==> src/rtl/irda_fir_rx_datapath.sv <==
// IrDA FIR receive datapath: chip bit-sync, 4PPM decoder, serial CRC-32.
// Single clock domain; symbol alignment is established by rx_restart.
`timescale 1ns/1ps
module irda_fir_rx_datapath #(
    parameter int          SAMPLES_PER_CHIP = 4,
    parameter logic [31:0] CRC_POLY         = 32'h04C11DB7,
    parameter logic [31:0] CRC_RESIDUE      = 32'hC704DD7B
) (
    input  logic        clk,
    input  logic        wb_rst_i,
    input  logic        fast_enable,
    input  logic        fir_rx8_enable,
    input  logic        fir_rx4_enable,
    input  logic        rx_restart,
    input  logic        rx_i,
    input  logic        clrcrc,
    input  logic        crc_en,
    output logic        bs_o,
    output logic        ppmd_o,
    output logic        ppmd_bad_chip,
    output logic [31:0] crc32_par_o,
    output logic        crc_ok
);

    localparam int PW = $clog2(SAMPLES_PER_CHIP);
    localparam logic [PW-1:0] HALF = PW'(SAMPLES_PER_CHIP / 2);
    localparam logic [PW-1:0] LAST = PW'(SAMPLES_PER_CHIP - 1);
    localparam logic [PW-1:0] ONE  = PW'(1);

    logic          rx_meta;
    logic          rx_sync;
    logic          rx_prev;
    logic [PW-1:0] phase;

    logic [3:0] chips;
    logic [3:0] sym_next;
    logic [1:0] chip_cnt;
    logic [1:0] pair_q;
    logic [1:0] dec_pair;
    logic       dec_ok;
    logic       valid;
    logic       sel;
    logic       fb;

    // An edge restarts the phase so the sample lands mid-chip
    always_ff @(posedge clk) begin
        if (wb_rst_i) begin
            rx_meta <= 1'b0;
            rx_sync <= 1'b0;
            rx_prev <= 1'b0;
            phase   <= '0;
            bs_o    <= 1'b0;
        end else begin
            rx_meta <= rx_i;
            rx_sync <= rx_meta;
            if (rx_restart) begin
                phase <= '0;
                bs_o  <= 1'b0;
            end else if (fast_enable) begin
                rx_prev <= rx_sync;
                if (rx_sync != rx_prev)
                    phase <= ONE;
                else if (phase == LAST)
                    phase <= '0;
                else
                    phase <= phase + ONE;
                if (phase == HALF)
                    bs_o <= rx_sync;
            end
        end
    end

    // First received chip ends up in bit 0
    assign sym_next = {bs_o, chips[3:1]};

    always_comb begin
        dec_pair = 2'd0;
        dec_ok   = 1'b1;
        case (sym_next)
            4'b0001: dec_pair = 2'd0;
            4'b0010: dec_pair = 2'd1;
            4'b0100: dec_pair = 2'd2;
            4'b1000: dec_pair = 2'd3;
            default: dec_ok   = 1'b0;
        endcase
    end

    always_ff @(posedge clk) begin
        if (wb_rst_i || rx_restart) begin
            chips         <= 4'd0;
            chip_cnt      <= 2'd0;
            valid         <= 1'b0;
            sel           <= 1'b0;
            ppmd_o        <= 1'b0;
            ppmd_bad_chip <= 1'b0;
            if (wb_rst_i)
                pair_q <= 2'd0;
        end else begin
            if (fir_rx4_enable) begin
                ppmd_o <= valid ? pair_q[sel] : 1'b0;
                sel    <= ~sel;
            end
            if (fir_rx8_enable) begin
                chips    <= sym_next;
                chip_cnt <= chip_cnt + 2'd1;
                if (chip_cnt == 2'd3) begin
                    pair_q <= dec_ok ? dec_pair : 2'd0;
                    valid  <= 1'b1;
                    sel    <= 1'b0;
                    if (!dec_ok)
                        ppmd_bad_chip <= 1'b1;
                end
            end
        end
    end

    // CRC consumes ppmd_o as it stands before this strobe updates it
    assign fb = crc32_par_o[31] ^ ppmd_o;

    always_ff @(posedge clk) begin
        if (wb_rst_i || clrcrc)
            crc32_par_o <= 32'hFFFFFFFF;
        else if (fir_rx4_enable && crc_en)
            crc32_par_o <= {crc32_par_o[30:0], 1'b0} ^ (fb ? CRC_POLY : 32'h0);
    end

    assign crc_ok = (crc32_par_o == CRC_RESIDUE);

endmodule

==> config.mk <==
export PLATFORM = sky130hd
export DESIGN_NAME = irda_fir_rx_datapath
export DESIGN_NICKNAME = d
export VERILOG_FILES = /design/src/rtl/irda_fir_rx_datapath.sv
export SDC_FILE = /design/constraint.sdc
export NUM_CORES = 1
export LEC_CHECK = 0
export CAP_MARGIN = 20
export CORE_AREA = 2 2 74 76
export CTS_CLUSTER_SIZE = 20
export DETAILED_ROUTE_END_ITERATION = 16
export DIE_AREA = 0 0 76 78
export PLACE_DENSITY = 0.65
export SKIP_CTS_REPAIR_TIMING = 1
export SYNTH_ARGS = -nofsm -noshare
export SYNTH_HDL_FRONTEND = slang
export SYNTH_SLANG_ARGS = --single-unit
export TNS_END_PERCENT = 30
==> constraint.sdc <==
create_clock -name clk -period 2.1 [get_ports clk]
set_input_delay 0.315 -clock clk [delete_from_list [all_inputs] [get_ports clk]]
set_output_delay 0.315 -clock clk [all_outputs]
set_load 0.05 [all_outputs]
After elaboration in Yosys (flattened, before gate mapping)
Cells that the tools add are included.

Latch bits: 0. Memory bits (writable): 0. Bits in read-only memories: 0. Bits of input ports: 9. Register bits: 50. Memories kept: 0. Logic and storage cells: 59.

Div/mod/pow operators: 0. Shifts and indexed selects: 0. Bitwise operators: 5. Multiplexer cells: 16. Equality and inequality tests: 10. Reductions and logical operators: 12. $add $sub $neg: 2. Multiply operators: 0. Order comparisons: 1.

Operator list (number): 32-bit == test (second input constant) (1); 32-bit by 27-bit XOR with 32-bit output (1); 27-bit two-way mux (1); 2-bit two-way mux (7); 1-bit two-way mux (7); 2-bit == test (second input constant) (3); 2-bit case mux with 3 select lines (1); 2-bit AND reduction (3); 3-bit AND reduction (2); 2-bit by 1-bit adder with 2-bit output (second input constant) (2); 4-bit by 1-bit == test with 1-bit output (second input constant) (1); 4-bit by 2-bit == test with 1-bit output (second input constant) (1); 4-bit by 3-bit == test with 1-bit output (second input constant) (1); 4-bit == test (second input constant) (1); 2-bit nonzero test (2); 4-bit OR reduction (1); 1-bit NOT (3); 1-bit logical OR (2); 1-bit by 2-bit less-than comparator with 1-bit output (second input constant) (1); 2-bit != test (second input constant) (1); 2-bit OR reduction (1); 1-bit logical AND (1); 1-bit != test (1); 1-bit XOR (1).

Longest topological paths before layout
Gate-level depths: netlist of the first run.

Word-level depth: 7. Mapped depth: 5.

Worst setup path before layout of the first run
Ideal clock, no wire load.

Path type: register to output. From: register crc32_par_o[31]. To: output port crc_ok. Setup slack: -0.525 ns. Data required time: 1.785 ns. Path buffers: 0. Arrival: 2.310 ns. Stages on the path, launching flop included: 4. Path through: dfxtp_1 -> nand4b_1 -> or4_1 -> nor4_2.

Longest elaborated chain between the ends: 1.

Ends and longest elaborated chain: start: declaration (line 21) `output logic [31:0] crc32_par_o,`; start signal: assignment (line 124) `crc32_par_o <= {crc32_par_o[30:0], 1'b0} ^ (fb ? CRC_POLY : 32'h0);`; 32-bit == test (line 127) `assign crc_ok = (crc32_par_o == CRC_RESIDUE);`; end: declaration (line 22) `output logic crc_ok`.

Every way passes these cells.

Final worst setup path of the first run
From: register crc32_par_o[29]. To: output port crc_ok.

The elaborated chain is that of the path after synthesis.

==> flow_metrics.py, run 1 <==
metrics = {
    "worst_setup_path": {
        "cp.depth": 4,
        "r2r_cells": 3,
        "slowest_stage": "or4_4",
        "crit_family": "simple AND/OR/NAND/NOR gates",
        "crit_chain": "nand4b_1, or4_4, nor4_4, buf_12",
        "rr_startpoint": "crc32_par_o[31]",
        "crit_required_ns": 1.78,
        "cp-startpoint": "crc32_par_o[29]",
        "critPathMaxFanout": 4,
        "crit_arrival_ns": 1.79,
        "critPathKind": "register to primary output",
        "critPathBufInv": 1,
        "cp-start-kind": "register",
        "crit_path_end_kind": "primary output",
        "critPathMaxStageDelay_ns": 0.44,
    },
    "global_route": {
        "grt_max_degree": 47,
        "busiest_layer": "met2",
        "met1_usage": 0.195,
        "met2_usage": 0.241,
        "grt_use_total": 0.150,
        "antenna_found_initial": 0,
        "use_met3": 0.0372,
        "grt_overflow": 0,
        "grt_pass1_wl_um": 7110,
        "grt_pass1_vias": 1471,
    },
    "synthesis": {
        "synth-compound-area-share": 0.0928,
        "synthSimpleGateAreaFrac": 0.246,
        "synth_top_family_by_area": "simple AND/OR/NAND/NOR gates",
        "ys_warn_count": 0,
        "yosys-mux-area-fraction": 0.0305,
        "synth-seq-cells": 49,
        "synth.distinct_cells": 41,
        "synthXorXnorAreaFrac": 0.0866,
        "ys_seq_area_frac": 0.498,
        "syn_area_um2": 2010,
        "syn_area_per_cell_um2": 8.97,
        "synth_fa_ha_area_frac": 0.0187,
        "syn_nets": 236,
        "synthCells": 224,
    },
    "timing": {
        "maxSlewHeadroom": 0.315,
        "final_hold_viol_count": 0,
        "fin_setup_tns_ns": -0.00428,
        "final.setup_skew_ns": 0.00755,
        "fmax_ghz": 0.475,
        "period_share": 1.00,
        "worst_slack_ns": -0.00428,
        "period_minus_slack_ns": 2.10,
        "rsz0062_at_grt": "yes",
        "worstMarginPinSlew_ns": 1.02,
        "slew_viol_final": 0,
        "finalSetupViolCount": 1,
    },
    "clock_network": {
        "cts_buffers": 5,
        "cts_tree": "done",
        "clk_path_buf_depth": 2,
        "htreeDepth": 2,
        "insertion_delay_ns": 0.30,
        "clkSlewWorstSetupHoldPaths_ns": 0.09,
        "cts.sinks": 49,
        "cts_root_buf": "clkbuf_8",
    },
    "floorplanning": {
        "fp-row-count": 26,
        "die_area_um2": 5930,
        "ios": 45,
        "core_area_um2": 5040,
        "initial_utilization": 0.399,
        "die_w_um": 76,
        "die_height_um": 78,
    },
    "finish": {
        "fin_cells": 339,
        "nets": 280,
        "regArea_um2": 1010,
        "design_area_um2": 2680,
        "synthToLayoutAreaGrowth_pct": 33.3,
        "fillers": 489,
        "multiInputGateArea_um2": 972,
        "num_antenna_cells": 0,
        "final_layout_size_suffix_gt1_frac": 0.104,
    },
    "routing": {
        "post_drt_wl_per_cell_um": 12.7,
        "dr.first_iter.drc_count": 81,
        "routed_via_density": 4.87,
        "drc": 0,
        "vias": 1650,
        "routed_wl_um": 4320,
        "ant_nets": 0,
        "drt_pass1_iterations": 4,
    },
    "outcome": {
        "outcome": "complete, but fails checks",
        "violations": "negative setup slack",
    },
    "power": {
        "power.leakage_uw": 0.00106,
        "power_uw": 1900,
        "vdd_drop_max_mv": 0.338,
        "power_density_nw_per_um2": 708,
    },
    "placed_design": {
        "post-place-ws_ns": 0.325,
        "placedCellCount": 331,
        "place.gp.congestion": 0.783,
        "placed_area_um2": 2550,
        "port_buffers": 44,
        "dp_hpwl_um": 2960,
    },
    "hold_path": {
        "hold_path_startpoint": "rx_meta",
        "hold_path_depth": 1,
        "holdCritPathClass": "register to register",
    },
    "run": {
        "cap_violations": 0,
    },
}
==> path summary, 6_finish.rpt <==
check,end,slack [ns]
min reg2reg,rx_sync,0.45
max,crc_ok,-0.004
max reg2reg,crc32_par_o[16],0.47
min,rx_sync,0.45
==> area by class of cell <==
cell class	instances	share of cell area
Multi-Input combinational cell	162	0.363
Tap cell	70	0.0327
Inverter	1	0.00140
Timing Repair Buffer	49	0.182
Clock inverter	1	0.00280
Clock buffer	7	0.0402
Sequential cell	49	0.378
==> sequential cells by signal, indices dropped and copies added (netlist names) <==
register,count
valid,1
rx_sync,1
ppmd_bad_chip,1
rx_meta,1
ppmd_o,1
crc32_par_o,32
rx_prev,1
phase,2
chip_cnt,2
sel,1
chips,3
bs_o,1
pair_q,2
==> cells by family after synthesis <==
kind of cell,after synthesis
compound gates,35
buf+inv,13
flops,49
mux,6
simple gates,99
xor+xnor,19
fa+ha+maj,3
==> synthesized netlist by cell type (all sizes together) <==
library cell,count,area (um^2)
and3,1,6.26
nor2b,4,25.0
a21oi,16,80.1
nor4bb,1,10.0
nor3,1,5.00
o22ai,1,6.26
xor2,15,131
mux2i,5,50.1
nand2,43,161
mux2,1,11.3
nor3b,1,7.51
xnor2,4,42.6
inv,1,3.75
o31ai,1,7.51
and4b,1,10.0
nor4,3,25.0
o211ai,1,7.51
or3,1,6.26
nand4,1,6.26
edfxtp,2,60.1
and2,1,6.26
nand2b,1,6.26
nand4b,3,26.3
dfxtp,47,941
nor2,10,37.5
o21bai,1,7.51
o21a,1,7.51
buf,4,21.3
or4,1,7.51
nor4b,4,35.0
ha,3,37.5
o21ai,14,70.1
nand3,20,100
or2,2,12.5
clkbuf,8,30.0
==> worst reg2reg max path: stages, from the launching register on <==
cell and delay (ns):
dfxtp_2 0.36, xnor2_2 0.81, xor2_1 0.18, o21ai_0 0.21
==> per-layer routing <==
metal | up-vias | share of wire
met2 | 28 | 0.47
met1 | 766 | 0.49
met5 | - | 0
met4 | 0 | 0.011
met3 | 5 | 0.032
li1 | 851 | -
==> report_power, final <==
part	internal (uW)	leakage (uW)	total (uW)	switching [uW]
clock network	340	0.0000556	663	323
logic	91.1	0.000605	242	151
registers	963	0.000401	990	26.7
==> per-stage QoR <==
stage / hold WS (ns) / utilization
CTS: 0.453 / 0.528
detailed placement: 0.432 / 0.505
global route: 0.462 / 0.531
floorplan: 0.387 / -
global placement: 0.424 / 0.505
finish: 0.448 / 0.531
==> layout by cell type, fill, tap and decap left out, types with 3 or more instances in the layout <==
master / count
nand2_1: 43
nor4b_1: 4
nand3_1: 20
dfxtp_1: 39
clkbuf_8: 6
xnor2_1: 3
buf_4: 5
xor2_1: 15
a21oi_1: 16
mux2i_1: 5
nand4b_1: 3
nor2_1: 10
ha_1: 3
o21ai_0: 13
clkdlybuf4s50_1: 43
dfxtp_2: 8
nor2b_1: 4
Power figures use the tool's default switching activity.
==> run 2: changes to the inputs <==
- CORE_AREA: 2 2 74 76 -> 8 8 80 82
- DIE_AREA: 0 0 76 78 -> 0 0 88 90
==> run 2 against run 1 <==
The flow now finishes without violations. Non-clock buffer count did not move. Clock power rose by 3.9%. Clock-buffer cell count unchanged. Critical path depth is the same. First-iteration DRC count grew 3.7%. Total power is 1.4% higher. Wire length grew 3.5%. Sequential power barely moved. Largest power group unchanged.
==> flow_metrics.py, run 2 (same netlist as run 1, synthesis figures left out) <==
metrics = {
    "outcome": {
        "outcome": "finished clean",
    },
    "timing": {
        "worst_slack_ns": 0.0392,
        "period_minus_slack_ns": 2.06,
        "finalSetupViolCount": 0,
        "fmax_ghz": 0.485,
        "fin_setup_tns_ns": 0,
        "final_hold_viol_count": 0,
        "hold_ws_ns": 0.448,
        "final.setup_skew_ns": 0.00400,
        "worstMarginPinSlew_ns": 0.958,
        "maxSlewHeadroom": 0.358,
        "period_share": 0.981,
        "slew_viol_final": 0,
    },
    "run": {
        "cap_violations": 0,
    },
    "power": {
        "clock_power_share": 0.358,
        "power.leakage_uw": 0.00107,
        "combinationalPowerShare": 0.126,
        "swShare": 0.250,
        "vdd_drop_max_mv": 0.354,
        "p_sw_uw": 480,
        "power_density_nw_per_um2": 717,
        "seqPwrFrac": 0.515,
        "intPower_uw": 1440,
    },
    "routing": {
        "routed_wl_um": 4470,
        "vias": 1667,
        "drt_pass1_iterations": 4,
        "dr_wl_met2_um": 1840,
        "post_drt_wl_per_cell_um": 13.1,
        "ant_nets": 0,
        "met1_length_um": 2210,
        "dr.first_iter.drc_count": 84,
        "wl_met3_um": 368,
        "routed.top_layer": "met4",
        "drc": 0,
        "routed_via_density": 4.89,
    },
    "worst_setup_path": {
        "critPathMaxFanout": 4,
        "crit_family": "simple AND/OR/NAND/NOR gates",
        "cp-start-kind": "register",
        "crit_chain": "nor4b_2, nand4_1, nor4_4, buf_12",
        "critPathKind": "register to primary output",
        "slowest_stage": "nor4_4",
        "critPathMaxStageDelay_ns": 0.37,
        "critPathBufInv": 1,
        "crit_arrival_ns": 1.75,
        "crit_path_end_kind": "primary output",
        "crit_required_ns": 1.78,
    },
    "finish": {
        "final_layout_size_suffix_gt1_frac": 0.0892,
        "synthToLayoutAreaGrowth_pct": 33.4,
        "num_antenna_cells": 0,
        "largest_reg_flops": 32,
        "top_regs": "crc32_par_o x32, chips x3",
        "regMostFlops": "crc32_par_o",
        "mostFrequentLayoutCells": "nand2_1, clkdlybuf4s50_1, dfxtp_1, nand3_1, a21oi_1",
        "design_area_um2": 2680,
        "multiInputGateArea_um2": 975,
        "nets": 280,
        "regArea_um2": 1010,
        "fin_cells": 341,
        "fillers": 510,
    },
    "global_route": {
        "antenna_found_initial": 0,
        "grt_max_degree": 47,
        "grt_pass1_wl_um": 7310,
        "grt_overflow": 0,
        "grt_pass1_vias": 1499,
        "grt_use_total": 0.113,
    },
    "clock_network": {
        "cts.sinks": 49,
        "cts_root_buf": "clkbuf_8",
        "htreeDepth": 2,
        "cts_buffers": 5,
        "cts_tree": "done",
        "insertion_delay_ns": 0.29,
        "clkSlewWorstSetupHoldPaths_ns": 0.08,
        "clk_path_buf_depth": 2,
    },
    "floorplanning": {
        "fp-row-count": 27,
        "core_area_um2": 5240,
        "initial_utilization": 0.384,
        "die_area_um2": 7920,
        "die_w_um": 88,
        "ios": 45,
        "die_height_um": 90,
    },
    "placed_design": {
        "port_buffers": 44,
        "post-place-ws_ns": 0.313,
        "placedCellCount": 333,
        "dp_hpwl_um": 3190,
        "placed_area_um2": 2550,
        "place.gp.congestion": 0.720,
    },
    "hold_path": {
        "holdCritPathClass": "register to register",
    },
}
-- run 2: changes by cell type in the layout (fill, tap and decap cells not counted) --
cell and change:
dfxtp_1 +3, dfxtp_2 -3, nor4b_2 +2, clkbuf_1 +1, nor4bb_2 -1, or4_4 -1
clkinvlp_4 -1, clkbuf_16 -1, nor4b_1 -2, or4_1 +1, bufinv_16 +1, nor4bb_1 +1
-- run 2: stage by stage --
step                      total power (uW)  utilization
final                                 1920        0.512
after global routing                  2000        0.512
after floorplan                       1170            -
after detailed placement              1260        0.487
after global placement                1250        0.487
after CTS                             1950        0.509
-- run 2: layout make-up --
cell class	count	share of cell area
repair buffers	49	0.182
well taps	72	0.0336
inverters	1	0.00140
flip-flops and latches	49	0.376
clock buffers	7	0.0322
multi-input cells	162	0.364
clock inverters	1	0.0112
-- run 2: layer usage --
layer | global-route usage | vias up
met5 | 0 | -
met3 | 0.0419 | 6
met1 | 0.150 | 768
li1 | - | 851
met2 | 0.167 | 42
met4 | 0.0301 | 0
-- run 2: final timing paths --
kind / startpoint / to / slack, ns / cells past startpoint
min reg2reg: rx_meta / rx_sync / 0.45 / 1
max reg2reg: crc32_par_o[31] / crc32_par_o[23] / 0.57 / 3
min: rx_meta / rx_sync / 0.45 / 1
max: crc32_par_o[16] / crc_ok / 0.04 / 4
-- run 2: power groups by stage --
| stage | registers (uW) | logic, uW | clock network [uW] |
|---|---|---|---|
| finish | 990 | 243 | 689 |
| global route | 995 | 262 | 745 |
| CTS | 990 | 245 | 713 |
| detailed placement | 1010 | 244 | 0 |
| global placement | 1010 | 243 | 0 |
| floorplan | 1080 | 92.4 | 0 |
==> run 3: changes to the inputs <==
- clock period: 2.1 -> 2.05 ns (I/O delays scaled with it)
==> run 3 against run 2 <==
The flow now finishes with violations (negative setup slack). Clock power rose by 2%. Wire length fell by 1.2%. Non-clock buffer count did not move. Die area did not move. Critical path depth did not move. Design area barely moved. Register-to-register slack got worse by 0.07 ns. Critical endpoint unchanged. Clock skew barely moved. Highest routed layer unchanged.
==> flow_metrics.py, run 3 (same netlist as run 1, synthesis figures left out) <==
metrics = {
    "outcome": {
        "outcome": "complete, but fails checks",
        "violations": "negative setup slack",
    },
    "timing": {
        "maxSlewHeadroom": 0.336,
        "finalSetupViolCount": 1,
        "fmax_ghz": 0.484,
        "period_minus_slack_ns": 2.07,
        "worst_slack_ns": -0.0160,
        "period_share": 1.01,
        "rsz0062_at_grt": "yes",
        "slew_viol_final": 0,
        "final.setup_skew_ns": 0.00434,
        "final_hold_viol_count": 0,
        "worstMarginPinSlew_ns": 0.991,
    },
    "placed_design": {
        "port_buffers": 44,
        "place.gp.congestion": 0.723,
        "dp_hpwl_um": 3140,
    },
    "routing": {
        "ant_nets": 0,
        "dr.first_iter.drc_count": 86,
        "routed_via_density": 4.87,
        "routed_wl_um": 4410,
        "drt_pass1_iterations": 4,
        "drc": 0,
        "vias": 1660,
        "post_drt_wl_per_cell_um": 12.9,
    },
    "hold_path": {
        "hold_path_startpoint": "rx_meta",
        "hold_path_depth": 1,
        "hold-path-endpoint": "rx_sync",
        "holdCritPathClass": "register to register",
    },
    "finish": {
        "final_layout_size_suffix_gt1_frac": 0.104,
        "regMostFlops": "crc32_par_o",
        "num_antenna_cells": 0,
        "final_util": 0.512,
        "mostFrequentLayoutCells": "nand2_1, clkdlybuf4s50_1, dfxtp_1, nand3_1, a21oi_1",
        "top_regs": "crc32_par_o x32, chips x3",
        "largest_reg_flops": 32,
        "synthToLayoutAreaGrowth_pct": 33.5,
        "nets": 280,
    },
    "worst_setup_path": {
        "crit_path_end_kind": "primary output",
        "crit_arrival_ns": 1.76,
        "crit_required_ns": 1.74,
        "cp-start-kind": "register",
        "r2r_cells": 3,
        "critPathKind": "register to primary output",
        "critPathMaxStageDelay_ns": 0.44,
        "crit_family": "simple AND/OR/NAND/NOR gates",
        "slowest_stage": "or4_4",
        "critPathMaxFanout": 4,
        "rr_startpoint": "crc32_par_o[31]",
        "worst-r2r-setup-slack_ns": 0.50,
        "r2r-end": "crc32_par_o[10]",
        "crit_chain": "nand4b_1, or4_4, nor4_4, buf_12",
        "critPathBufInv": 1,
    },
    "floorplanning": {
        "fp-row-count": 27,
        "core_area_um2": 5240,
        "ios": 45,
        "initial_utilization": 0.384,
        "die_height_um": 90,
        "die_w_um": 88,
        "die_area_um2": 7920,
    },
    "global_route": {
        "grt_pass1_wl_um": 7180,
        "busiest_layer": "met2",
        "use_met3": 0.0437,
        "met1_usage": 0.153,
        "grt_max_degree": 47,
        "grt_pass1_vias": 1511,
        "met2_usage": 0.158,
        "antenna_found_initial": 0,
        "grt_use_total": 0.113,
        "grt_overflow": 0,
    },
    "run": {
        "cap_violations": 0,
    },
    "power": {
        "power_uw": 1970,
        "power.leakage_uw": 0.00107,
        "vdd_drop_max_mv": 0.310,
        "power_density_nw_per_um2": 733,
    },
    "clock_network": {
        "insertion_delay_ns": 0.30,
        "cts_root_buf": "clkbuf_8",
        "htreeDepth": 2,
        "cts_buffers": 5,
        "cts_tree": "done",
        "clkSlewWorstSetupHoldPaths_ns": 0.08,
        "cts.sinks": 49,
        "clk_path_buf_depth": 2,
    },
}
[run 3: layer usage]
layer  up-vias  part of all wire
li1        856                 -
met2        40              0.41
met1       759              0.50
met5         -                 0
met4         0             0.011
met3         5             0.081
[run 3: stage by stage]
step,hold slack [ns],instances,setup TNS [ns],cell area (um^2),setup WS [ns]
floorplan,0.379,224,0,2030,0.000737
global placement,0.423,333,0,2550,0.278
detailed placement,0.424,333,0,2550,0.253
CTS,0.453,341,-0.0952,2670,-0.0952
global route,0.459,341,-0.0873,2680,-0.0873
finish,0.454,341,-0.0160,2680,-0.0160
[run 3: report_power, final]
group | leakage [uW] | switching, uW | internal (uW) | total, uW
Combinational | 0.000607 | 155 | 93.3 | 249
Clock | 0.0000585 | 305 | 398 | 702
Sequential | 0.000400 | 27.8 | 986 | 1010
Total | 0.00107 | 488 | 1480 | 1970
[run 3: area by class of cell]
type                    count  area (um^2)
fillers                   493         2550
clock inverters             1         30.0
well taps                  72         90.1
clock buffers               7         86.3
multi-input cells         162          972
flip-flops and latches     49         1010
inverters                   1         3.75
repair buffers             49          488
[run 3: how the worst max path moves through the flow]
stage	startpoint	to	slack, ns	depth (start not counted)
5_1_grt	crc32_par_o[29]	crc_ok	-0.09	4
3_3_place_gp	crc32_par_o[16]	crc_ok	0.28	4
4_1_cts	crc32_par_o[16]	crc_ok	-0.1	4
2_1_floorplan	crc32_par_o[12]	crc_ok	0.0007	3
6_report	crc32_par_o[29]	crc_ok	-0.02	4
3_5_place_dp	crc32_par_o[16]	crc_ok	0.25	4
